`config.mk`:
```
export PLATFORM = sky130hd
export DESIGN_NAME = apple1_bus_decoder
export DESIGN_NICKNAME = d
export VERILOG_FILES = /design/src/rtl/apple1_bus_decoder.sv
export SDC_FILE = /design/constraint.sdc
export NUM_CORES = 1
export LEC_CHECK = 0
export ABC_CLOCK_PERIOD_IN_PS = 2500
export CAP_MARGIN = 20
export CORE_MARGIN = 2
export CORE_UTILIZATION = 33
export DETAILED_ROUTE_END_ITERATION = 8
export MAX_ROUTING_LAYER = met4
export PLACE_DENSITY = 0.72
export SYNTH_ARGS = -nofsm -noshare
export SYNTH_HDL_FRONTEND = slang
export SYNTH_SLANG_ARGS = --single-unit
```
`constraint.sdc`:
```
create_clock -name clk14 -period 2.5 [get_ports clk14]
set_input_delay 0.75 -clock clk14 [delete_from_list [all_inputs] [get_ports clk14]]
set_output_delay 0.75 -clock clk14 [all_outputs]
set_load 0.02 [all_outputs]
```
`src/rtl/apple1_bus_decoder.sv`:
```
// apple1_bus_decoder: mask/base region decoder, CPU data-in mux, wait-state generator
// and bus-error reporting between the 6502 core and its memory/peripherals.
module apple1_bus_decoder #(
  parameter int                 NREG    = 5,
  parameter int                 AW      = 16,
  parameter int                 DW      = 8,
  parameter logic [NREG*AW-1:0] BASE    = {16'hFF00, 16'hE000, 16'hD012, 16'hD010, 16'h0000},
  parameter logic [NREG*AW-1:0] MASK    = {16'hFF00, 16'hF000, 16'hFFFE, 16'hFFFE, 16'hE000},
  parameter logic [NREG*4-1:0]  WAIT    = {NREG{4'd0}},
  parameter logic [NREG-1:0]    RO      = 5'b11000,
  parameter logic [DW-1:0]      UNMAP_D = 8'hFF
) (
  input  logic               clk14,
  input  logic               rst_n,
  input  logic               cpu_clken,
  input  logic [AW-1:0]      ab,
  input  logic               we,
  input  logic [NREG*DW-1:0] dev_dout,
  output logic [DW-1:0]      dbi,
  output logic               ready,
  output logic [NREG-1:0]    cs,
  output logic [NREG-1:0]    dev_we,
  output logic               bus_err,
  output logic [7:0]         err_cnt,
  output logic [AW-1:0]      err_addr
);
  typedef enum logic {S_IDLE, S_WAIT} state_t;
  state_t          r_state, w_nstate;
  logic [3:0]      r_cnt, w_ncnt;
  logic [NREG-1:0] w_hit, w_sel;
  logic [DW-1:0]   w_dbi;
  logic [3:0]      w_wsel;
  logic            w_ro, w_err;
  logic            r_bus_err;
  logic [7:0]      r_err_cnt;
  logic [AW-1:0]   r_err_addr;
  for (genvar g = 0; g < NREG; g++) begin : g_hit
    assign w_hit[g] = (ab & MASK[g*AW+:AW]) == BASE[g*AW+:AW];
  end
  // Walk from the top index down so the lowest hitting region is the last writer.
  always_comb begin
    w_sel  = '0;
    w_dbi  = UNMAP_D;
    w_wsel = 4'd0;
    w_ro   = 1'b0;
    for (int i = NREG - 1; i >= 0; i--) begin
      if (w_hit[i]) begin
        w_sel    = '0;
        w_sel[i] = 1'b1;
        w_dbi    = dev_dout[i*DW+:DW];
        w_wsel   = WAIT[i*4+:4];
        w_ro     = RO[i];
      end
    end
  end
  assign cs     = w_sel;
  assign dbi    = w_dbi;
  assign ready  = (r_state == S_IDLE) ? (w_wsel == 4'd0) : (r_cnt == 4'd0);
  assign dev_we = w_sel & ~RO & {NREG{we & ready}};
  assign w_err  = cpu_clken & ready & (~|w_hit | (we & w_ro));
  always_comb begin
    w_nstate = r_state;
    w_ncnt   = r_cnt;
    if (cpu_clken) begin
      if (r_state == S_IDLE) begin
        if (w_wsel != 4'd0) begin
          w_nstate = S_WAIT;
          w_ncnt   = w_wsel - 4'd1;
        end
      end else if (r_cnt == 4'd0) begin
        w_nstate = S_IDLE;
      end else begin
        w_ncnt = r_cnt - 4'd1;
      end
    end
  end
  always_ff @(posedge clk14 or negedge rst_n) begin
    if (!rst_n) begin
      r_state    <= S_IDLE;
      r_cnt      <= 4'd0;
      r_bus_err  <= 1'b0;
      r_err_cnt  <= 8'd0;
      r_err_addr <= '0;
    end else begin
      r_state   <= w_nstate;
      r_cnt     <= w_ncnt;
      r_bus_err <= w_err;
      if (w_err) begin
        r_err_addr <= ab;
        r_err_cnt  <= (r_err_cnt == 8'hFF) ? r_err_cnt : r_err_cnt + 8'd1;
      end
    end
  end
  assign bus_err  = r_bus_err;
  assign err_cnt  = r_err_cnt;
  assign err_addr = r_err_addr;
endmodule

```
==> metrics.yaml, run 1 <==
status:
  outcome: "complete, but fails checks"
  violations: "setup timing"
route:
  routed_via_density: 4.95
  wl_met2_um: 2720
  post_drt_wl_per_cell_um: 15.3
  ant_nets: 0
  first_iter_violations: 64
  wl_met1_um: 2490
  routed_wl_um: 5910
  drcViolationCount: 0
  wl_met3_um: 562
  routed.top_layer: "met4"
  first_pass_iters: 4
  vias: 1910
cts:
  cts_max_level: 2
  cts.sinks: 30
  cts_root_buf: "clkbuf_8"
  cts_buffers: 5
  clk_pin_slew_worst_paths_ns: 0.07
  clock_path_buffers: 2
  clock_latency_ns: 0.28
  postCtsHoldBufs: 0
  tritoncts: "built"
layout:
  area_growth_pct: 84.4
  final_design_area_no_fill_mm2: 0.00328
  drive_above_1_share_pct: 36.7
  final_util_pct: 63.5
  diodes: 0
  final_net_count: 377
  fillers: 431
grt:
  grt_pass1_vias: 1868
  grt_max_degree: 31
  overflow: 0
  grt_use_total_pct: 20.2
  grt_pass1_wl_um: 9320
  antenna_found_initial: 0
placed_design:
  dp_hpwl_um: 4130
  globalplace.congestion: 0.785
  placed_area_mm2: 0.00308
  place_ws_ns: -0.990
  port_buffers: 101
floorplan:
  fp.dieH_um: 77.5
  dieArea_mm2: 0.00600
  dieWidth_um: 77.5
  io_pins: 104
  coreArea_mm2: 0.00517
  initial_utilization_pct: 34.4
  row_count: 26
timing:
  fin_crit_ns: 2.72
  post-route-period-util_pct: 109
  fmax_mhz: 368
  slew_viol_final: 0
  hold_viol: 0
  rsz0062_at_grt: "yes"
  hold_slack_ns: 0.484
  setup_viol: 12
  skew_ns: 0.00460
  fin_ws_ns: -0.219
  setup_tns_ns: -2.14
power:
  power_leakage_uw: 0.00144
  switching_share_pct: 33.6
  ir_drop_mv: 0.510
  combPwrFrac_pct: 39.4
  power_density_mw_per_mm2: 535
  p_int_uw: 1170
  power_frac_seq_pct: 37.2
  power_switching_uw: 590
  power_frac_clock_pct: 23.5
synthesis:
  postSynthAreaPerCell_um2: 9.84
  syn-cell-area_mm2: 0.00178
  synth_compound_area_share_pct: 10.8
  synth_fa_ha_area_share_pct: 1.41
  synth_top_family_by_area: "simple AND/OR/NAND/NOR gates"
  synth.yosys.seq_area_share_pct: 42.2
  synthMuxAreaShare_pct: 17.4
  synthSimpleGateAreaFrac_pct: 19.4
  synth_cell_types: 35
  ys_ff_latch: 30
  yosysWarnings: 0
  synth_xor_area_share_pct: 2.95
  syn_inst: 181
critical_path:
  cp_max_fo: 8
  start_kind: "input pin"
  path_class: "in -> out"
  critical_path.top_delay_family: "simple AND/OR/NAND/NOR gates"
  cp-startpoint: "ab[9]"
  crit_arrival_ns: 1.97
  max_stage_delay_ns: 0.25
  cp.buffers_inverters: 2
  crit_end: "dbi[7]"
  path_cells: "buf_2 > nor4b_4 > nand4_1 > nor2b_4 > o21ai_1 > o211ai_1 > buf_4"
  cp_slowest_cell: "nor4b_4"
  r2r-start: "r_cnt[1]"
  rrSetupSlack_ns: 0.10
  required_ns: 1.75
  critPathCaptureType: "output port"
  reg2reg_to: "err_addr[8]"
  path_depth: 7
  rr_worst_depth: 8
min_path:
  min_path_type: "reg -> reg"
run:
  maxCapViolations: 0
## cell type report
class	count	area, µm²	area share, %
clock buffers	6	82.6	2.52
clock inverters	2	12.5	0.381
inverters	6	22.5	0.686
multi-input cells	136	1090	33.1
flip-flops and latches	30	751	22.9
well taps	70	87.6	2.67
repair buffers	136	1240	37.8
## power groups by stage
stage	combinational, µW	clock (µW)	sequential (µW)
after floorplan	223	0	756
after global placement	678	0	660
after detailed placement	684	0	661
after CTS	691	429	655
after global routing	738	452	673
final	692	412	653
## cell usage after synthesis
cell	number	area, µm²
xnor2_1	2	17.5
inv_1	6	22.5
mux2i_1	8	80.1
buf_6	2	22.5
a21oi_1	9	45.0
a211o_1	1	8.76
mux2_4	1	15.0
mux2_2	19	214
and4bb_1	1	12.5
nand2_2	1	6.26
buf_12	1	20.0
o21a_1	2	15.0
ha_1	2	25.0
nor4_1	4	25.0
dfrtp_1	30	751
nor3_1	4	20.0
conb_1	1	3.75
and3_1	3	18.8
nand4_1	5	31.3
and4b_1	1	10.0
nor2b_1	1	6.26
xor2_1	4	35.0
clkbuf_1	6	22.5
nand2_1	17	63.8
and2_1	1	6.26
a41oi_1	1	8.76
buf_4	2	15.0
nor2_1	20	75.1
nand4_4	1	21.3
or3b_4	1	11.3
nor4b_1	2	17.5
o21ai_0	9	45.0
nand3_1	4	20.0
o211ai_1	8	60.1
a21oi_2	1	8.76
## worst min-delay path by stage
stage / from / to / slack (ns) / cells after the start
floorplan: r_cnt[3] / r_cnt[3] / 0.44 / 1
global placement: r_cnt[3] / r_cnt[3] / 0.47 / 1
detailed placement: r_cnt[3] / r_cnt[3] / 0.47 / 1
CTS: r_cnt[3] / r_cnt[3] / 0.48 / 1
global route: r_cnt[3] / r_cnt[3] / 0.52 / 1
finish: r_cnt[3] / r_cnt[3] / 0.48 / 1
## kinds of logic (layout without fill, tap and decap cells)
family	count (synthesis)	after routing
simple gates	66	67
compound gates	31	31
flops	30	30
mux	28	28
buf+inv	17	150
xor+xnor	6	6
fa+ha+maj	2	2
other cells	1	2
## routing by layer
layer | GRT usage [%] | up-vias
li1 | - | 917
met1 | 24.2 | 875
met2 | 31.8 | 104
met3 | 6.28 | 14
met4 | 8.21 | 0
met5 | - | -
## registers in the layout, summed over array words and instances, names as in the netlist
signal    flops
r_cnt         4
r_state       1
err_cnt       8
err_addr     16
bus_err       1
## placed cells by master (no fill, tap or decap), types with 8 or more instances in the layout
cell type / instances
mux2i_1: 8
mux2_2: 19
a21oi_1: 9
clkdlybuf4s50_1: 69
nand2_1: 15
buf_6: 14
dfrtp_1: 30
o211ai_1: 8
buf_2: 11
nor2_1: 18
buf_4: 33
## timing repair
| action | CTS | global route |
|---|---|---|
| gates resized for setup | 151 | 25 |
| pin swaps | 11 | 4 |
| gates cloned | 3 | 0 |
| endpoints found under the setup margin | 39 | 28 |
| setup buffers | 4 | 2 |
## stage by stage
step | total power, µW | std cells
2_1_floorplan | 979 | 182
3_3_place_gp | 1340 | 370
3_5_place_dp | 1340 | 370
4_1_cts | 1770 | 384
5_1_grt | 1860 | 386
6_report | 1760 | 386
Note: power is estimated with default switching activity, not from simulation.
==> run 2: changes to the inputs <==
CTS_BUF_LIST = sky130_fd_sc_hd__clkbuf_16   (was not set)
DONT_BUFFER_PORTS = 1   (was not set)
PLACE_DENSITY = not set   (was 0.72)
==> metrics.yaml, run 2 (same netlist as run 1, synthesis figures left out) <==
floorplan:
  dieWidth_um: 77.5
  fp.dieH_um: 77.5
  io_pins: 104
  dieArea_mm2: 0.00600
  coreArea_mm2: 0.00517
  initial_utilization_pct: 34.4
  row_count: 26
critical_path:
  rr_worst_depth: 8
  r2r-start: "r_cnt[0]"
  cp_max_fo: 12
  rrSetupSlack_ns: 0.17
  start_kind: "input pin"
  cp_slowest_cell: "o211ai_1"
  path_cells: "nor4_4 > nand4_1 > buf_6 > o211ai_1"
  required_ns: 1.75
  max_stage_delay_ns: 0.44
  critPathCaptureType: "output port"
  path_class: "in -> out"
  crit_arrival_ns: 1.84
  reg2reg_to: "err_addr[4]"
grt:
  grt_pass1_wl_um: 7200
  grt_pass1_vias: 1510
  overflow: 0
  grt_max_degree: 31
  antenna_found_initial: 0
  grt_use_total_pct: 15.9
power:
  total_power_uw: 1570
  ir_drop_mv: 0.457
  power_leakage_uw: 0.000956
  power_density_mw_per_mm2: 716
timing:
  fin_crit_ns: 2.59
  slew_viol_final: 0
  fin_ws_ns: -0.0896
  skew_ns: 0.00311
  setup_tns_ns: -0.490
  setup_viol: 9
  rsz0062_at_grt: "yes"
  fmax_mhz: 386
  hold_viol: 0
  post-route-period-util_pct: 104
status:
  violations: "setup timing"
  outcome: "complete, but fails checks"
min_path:
  min_path_type: "in -> async"
route:
  ant_nets: 0
  post_drt_wl_per_cell_um: 17.3
  vias: 1449
  routed_wl_um: 4660
  drcViolationCount: 0
  first_pass_iters: 4
  routed_via_density: 5.37
  first_iter_violations: 36
cts:
  clock_latency_ns: 0.27
  tritoncts: "built"
  cts.sinks: 30
  postCtsHoldBufs: 0
  clk_pin_slew_worst_paths_ns: 0.05
  cts_root_buf: "clkbuf_16"
  clock_path_buffers: 2
  cts_buffers: 5
  cts_max_level: 2
layout:
  area_growth_pct: 23.4
  final_net_count: 261
  diodes: 0
  largest_reg_flops: 16
  mostFrequentLayoutCells: "dfrtp_1 (30), buf_4 (20), mux2_2 (19), nor2_1 (18), nand2_1 (15)"
  final_common_cell: "dfrtp_1"
  drive_above_1_share_pct: 34.0
  final_cells: 270
placed_design:
  dp_hpwl_um: 3510
  place_inst: 256
  place_ws_ns: -0.244
  globalplace.congestion: 0.787
  port_buffers: 0
run:
  maxCapViolations: 0
[run 2: cell count changes in the layout (fill, tap and decap cells not counted), sizes merged]
cell,change
clkbuf,-4
clkdlybuf4s15,-3
nand4,-1
clkinvlp,-1
clkdlybuf4s50,-69
clkinv,+2
dlygate4sd2,-1
buf,-39
[run 2: critical path: cells and delay by family]
| kind | cells | cell delay (ns) |
|---|---|---|
| AND/OR/NAND/NOR | 2 | 0.44 |
| buffers and inverters | 1 | 0.20 |
| AO/OA/AOI/OAI | 1 | 0.44 |
[run 2: final cells by class]
class | instances | area [µm²]
Inverter | 6 | 22.5
Sequential cell | 30 | 751
Fill cell | 490 | 2980
Tap cell | 70 | 87.6
Multi-Input combinational cell | 135 | 1040
Timing Repair Buffer | 21 | 161
Clock inverter | 3 | 11.3
Clock buffer | 5 | 125
[run 2: where the power goes]
part | total, µW | internal (µW) | leakage (µW) | switching (µW)
registers | 777 | 572 | 0.000370 | 205
clock network | 543 | 357 | 0.0000663 | 187
logic | 252 | 135 | 0.000520 | 117
[run 2: routing by layer]
metal	up-vias	part of all wire [%]	global-route usage, %
met5	-	0	-
met4	0	0.90	5.00
met3	4	9.5	4.65
met2	83	50	27.7
met1	685	39	17.5
li1	677	-	-
[run 2: timing repair]
item,CTS,global route
endpoints found under the setup margin,10,29
setup buffers,3,4
pin swaps,6,6
cloned,0,0
resized for setup,15,7
[run 2: how the worst max path moves through the flow]
| stage | to | depth (start not counted) | from | slack [ns] |
|---|---|---|---|---|
| 2_1_floorplan | dbi[1] | 4 | ab[13] | -0.05 |
| 3_3_place_gp | dbi[5] | 7 | ab[11] | -0.20 |
| 3_5_place_dp | dbi[5] | 7 | ab[11] | -0.24 |
| 4_1_cts | dbi[1] | 4 | ab[11] | -0.09 |
| 5_1_grt | dbi[6] | 4 | ab[11] | -0.15 |
| 6_report | dbi[1] | 4 | ab[11] | -0.09 |
[run 2: per-stage QoR]
step / hold WS (ns) / area (µm²) / util [%]
2_1_floorplan: 0.443 / 1850 / -
3_3_place_gp: 0.455 / 1960 / 37.9
3_5_place_dp: 0.455 / 1960 / 37.9
4_1_cts: 0.168 / 2150 / 41.5
5_1_grt: 0.164 / 2200 / 42.5
6_report: 0.177 / 2200 / 42.5
==> run 3: changes to the inputs <==
CORE_UTILIZATION = 35   (was 33)
==> metrics.yaml, run 3 (same netlist as run 1, synthesis figures left out) <==
critical_path:
  cp_slowest_cell: "o211ai_1"
  crit_arrival_ns: 1.82
  start_kind: "input pin"
  max_stage_delay_ns: 0.42
  path_cells: "nor4b_4 > nand4_1 > buf_6 > buf_6 > o211ai_1"
  critical_path.top_delay_family: "compound AO/OA/AOI/OAI gates"
  required_ns: 1.75
  cp.buffers_inverters: 2
  cp_max_fo: 6
  critical_path.most_common_cell: "buf_6"
  path_class: "in -> out"
  critPathCaptureType: "output port"
grt:
  grt_max_degree: 31
  grt_use_total_pct: 17.2
  antenna_found_initial: 0
  overflow: 0
  grt_pass1_vias: 1351
  grt_pass1_wl_um: 6760
timing:
  fmax_mhz: 389
  setup_viol: 10
  skew_ns: 0.00282
  slew_viol_final: 0
  fin_ws_ns: -0.0738
  setup_tns_ns: -0.511
  post-route-period-util_pct: 103
  hold_viol: 0
  rsz0062_at_grt: "yes"
  fin_crit_ns: 2.57
cts:
  cts_buffers: 5
  tritoncts: "built"
  cts_max_level: 2
  clock_latency_ns: 0.27
  postCtsHoldBufs: 0
  clk_pin_slew_worst_paths_ns: 0.05
  cts.sinks: 30
  cts_root_buf: "clkbuf_16"
  clock_path_buffers: 2
layout:
  multi_input_area_mm2: 0.00104
  mostFrequentLayoutCells: "dfrtp_1 (30), mux2_2 (19), nor2_1 (18), nand2_1 (16), buf_4 (13)"
  area_growth_pct: 21.9
  seq_area_um2: 751
  final_net_count: 257
  diodes: 0
  fillers: 464
  drive_above_1_share_pct: 33.7
  final_cells: 263
  largest_reg_flops: 16
  final_common_cell: "dfrtp_1"
floorplan:
  dieArea_mm2: 0.00567
  fp.dieH_um: 75.3
  dieWidth_um: 75.3
  row_count: 25
  initial_utilization_pct: 37.0
  coreArea_mm2: 0.00482
  io_pins: 104
route:
  post_drt_wl_per_cell_um: 18.4
  vias: 1429
  routed_wl_um: 4830
  first_iter_violations: 38
  first_pass_iters: 4
  drcViolationCount: 0
  routed_via_density: 5.43
  ant_nets: 0
power:
  power_leakage_uw: 0.000930
  power_density_mw_per_mm2: 731
  total_power_uw: 1590
  ir_drop_mv: 0.420
status:
  outcome: "complete, but fails checks"
  violations: "setup timing"
placed_design:
  port_buffers: 0
  place_inst: 252
  place_ws_ns: -0.233
  globalplace.congestion: 0.800
  dp_hpwl_um: 3650
min_path:
  min_path_type: "in -> async"
run:
  maxCapViolations: 0
[run 3: cell count changes in the layout (fill, tap and decap cells not counted), moves of 2 or more]
cell | before | now
o21ai_1 | 2 | 0
o21ai_2 | 5 | 7
buf_4 | 20 | 13
clkinv_1 | 3 | 1
buf_6 | 1 | 3
[run 3: final timing paths]
path / startpoint / end / slack, ns / cells after the start
hold / removal: rst_n / err_addr[14] / 0.17 / 0
hold reg to reg: r_cnt[3] / r_cnt[3] / 0.47 / 1
min in group clk14: r_cnt[3] / r_cnt[3] / 0.47 / 1
setup / recovery: ab[2] / dbi[5] / -0.07 / 5
max in group asynchronous: rst_n / err_addr[2] / 2.24 / 0
setup reg to reg: r_cnt[0] / err_addr[2] / 0.19 / 8
[run 3: final cells by class]
type,instances,area share [%]
multi-input cells,135,47.9
flip-flops and latches,30,34.6
repair buffers,17,6.29
clock buffers,5,5.77
well taps,67,3.86
inverters,6,1.04
clock inverters,3,0.577
[run 3: layer usage]
metal	share of wire [%]	GRT usage, %	up-vias
met5	0	-	-
met4	1.0	5.85	0
met3	8.7	3.97	5
met2	50	30.3	81
met1	40	19.0	663
li1	-	-	680
[run 3: per-stage QoR]
stage / utilization, % / area (µm²) / hold WS (ns)
after floorplan: - / 1850 / 0.443
after global placement: 40.5 / 1950 / 0.456
after detailed placement: 40.5 / 1950 / 0.455
after CTS: 44.6 / 2150 / 0.163
after global routing: 45.0 / 2170 / 0.161
final: 45.0 / 2170 / 0.175
[run 3: power by group]
part           leakage (µW)  switching [µW]  internal [µW]  total, µW
clock             0.0000724             197            358        556
sequential         0.000370             207            572        778
combinational      0.000488             120            133        253
total              0.000930             524           1060       1590
[run 3: what timing repair did]
action / in CTS / in global routing
endpoints found under the setup margin: 10 / 23
setup buffers: 3 / 0
pin swaps: 8 / 3
gates resized for setup: 17 / 7
cloned: 1 / 0
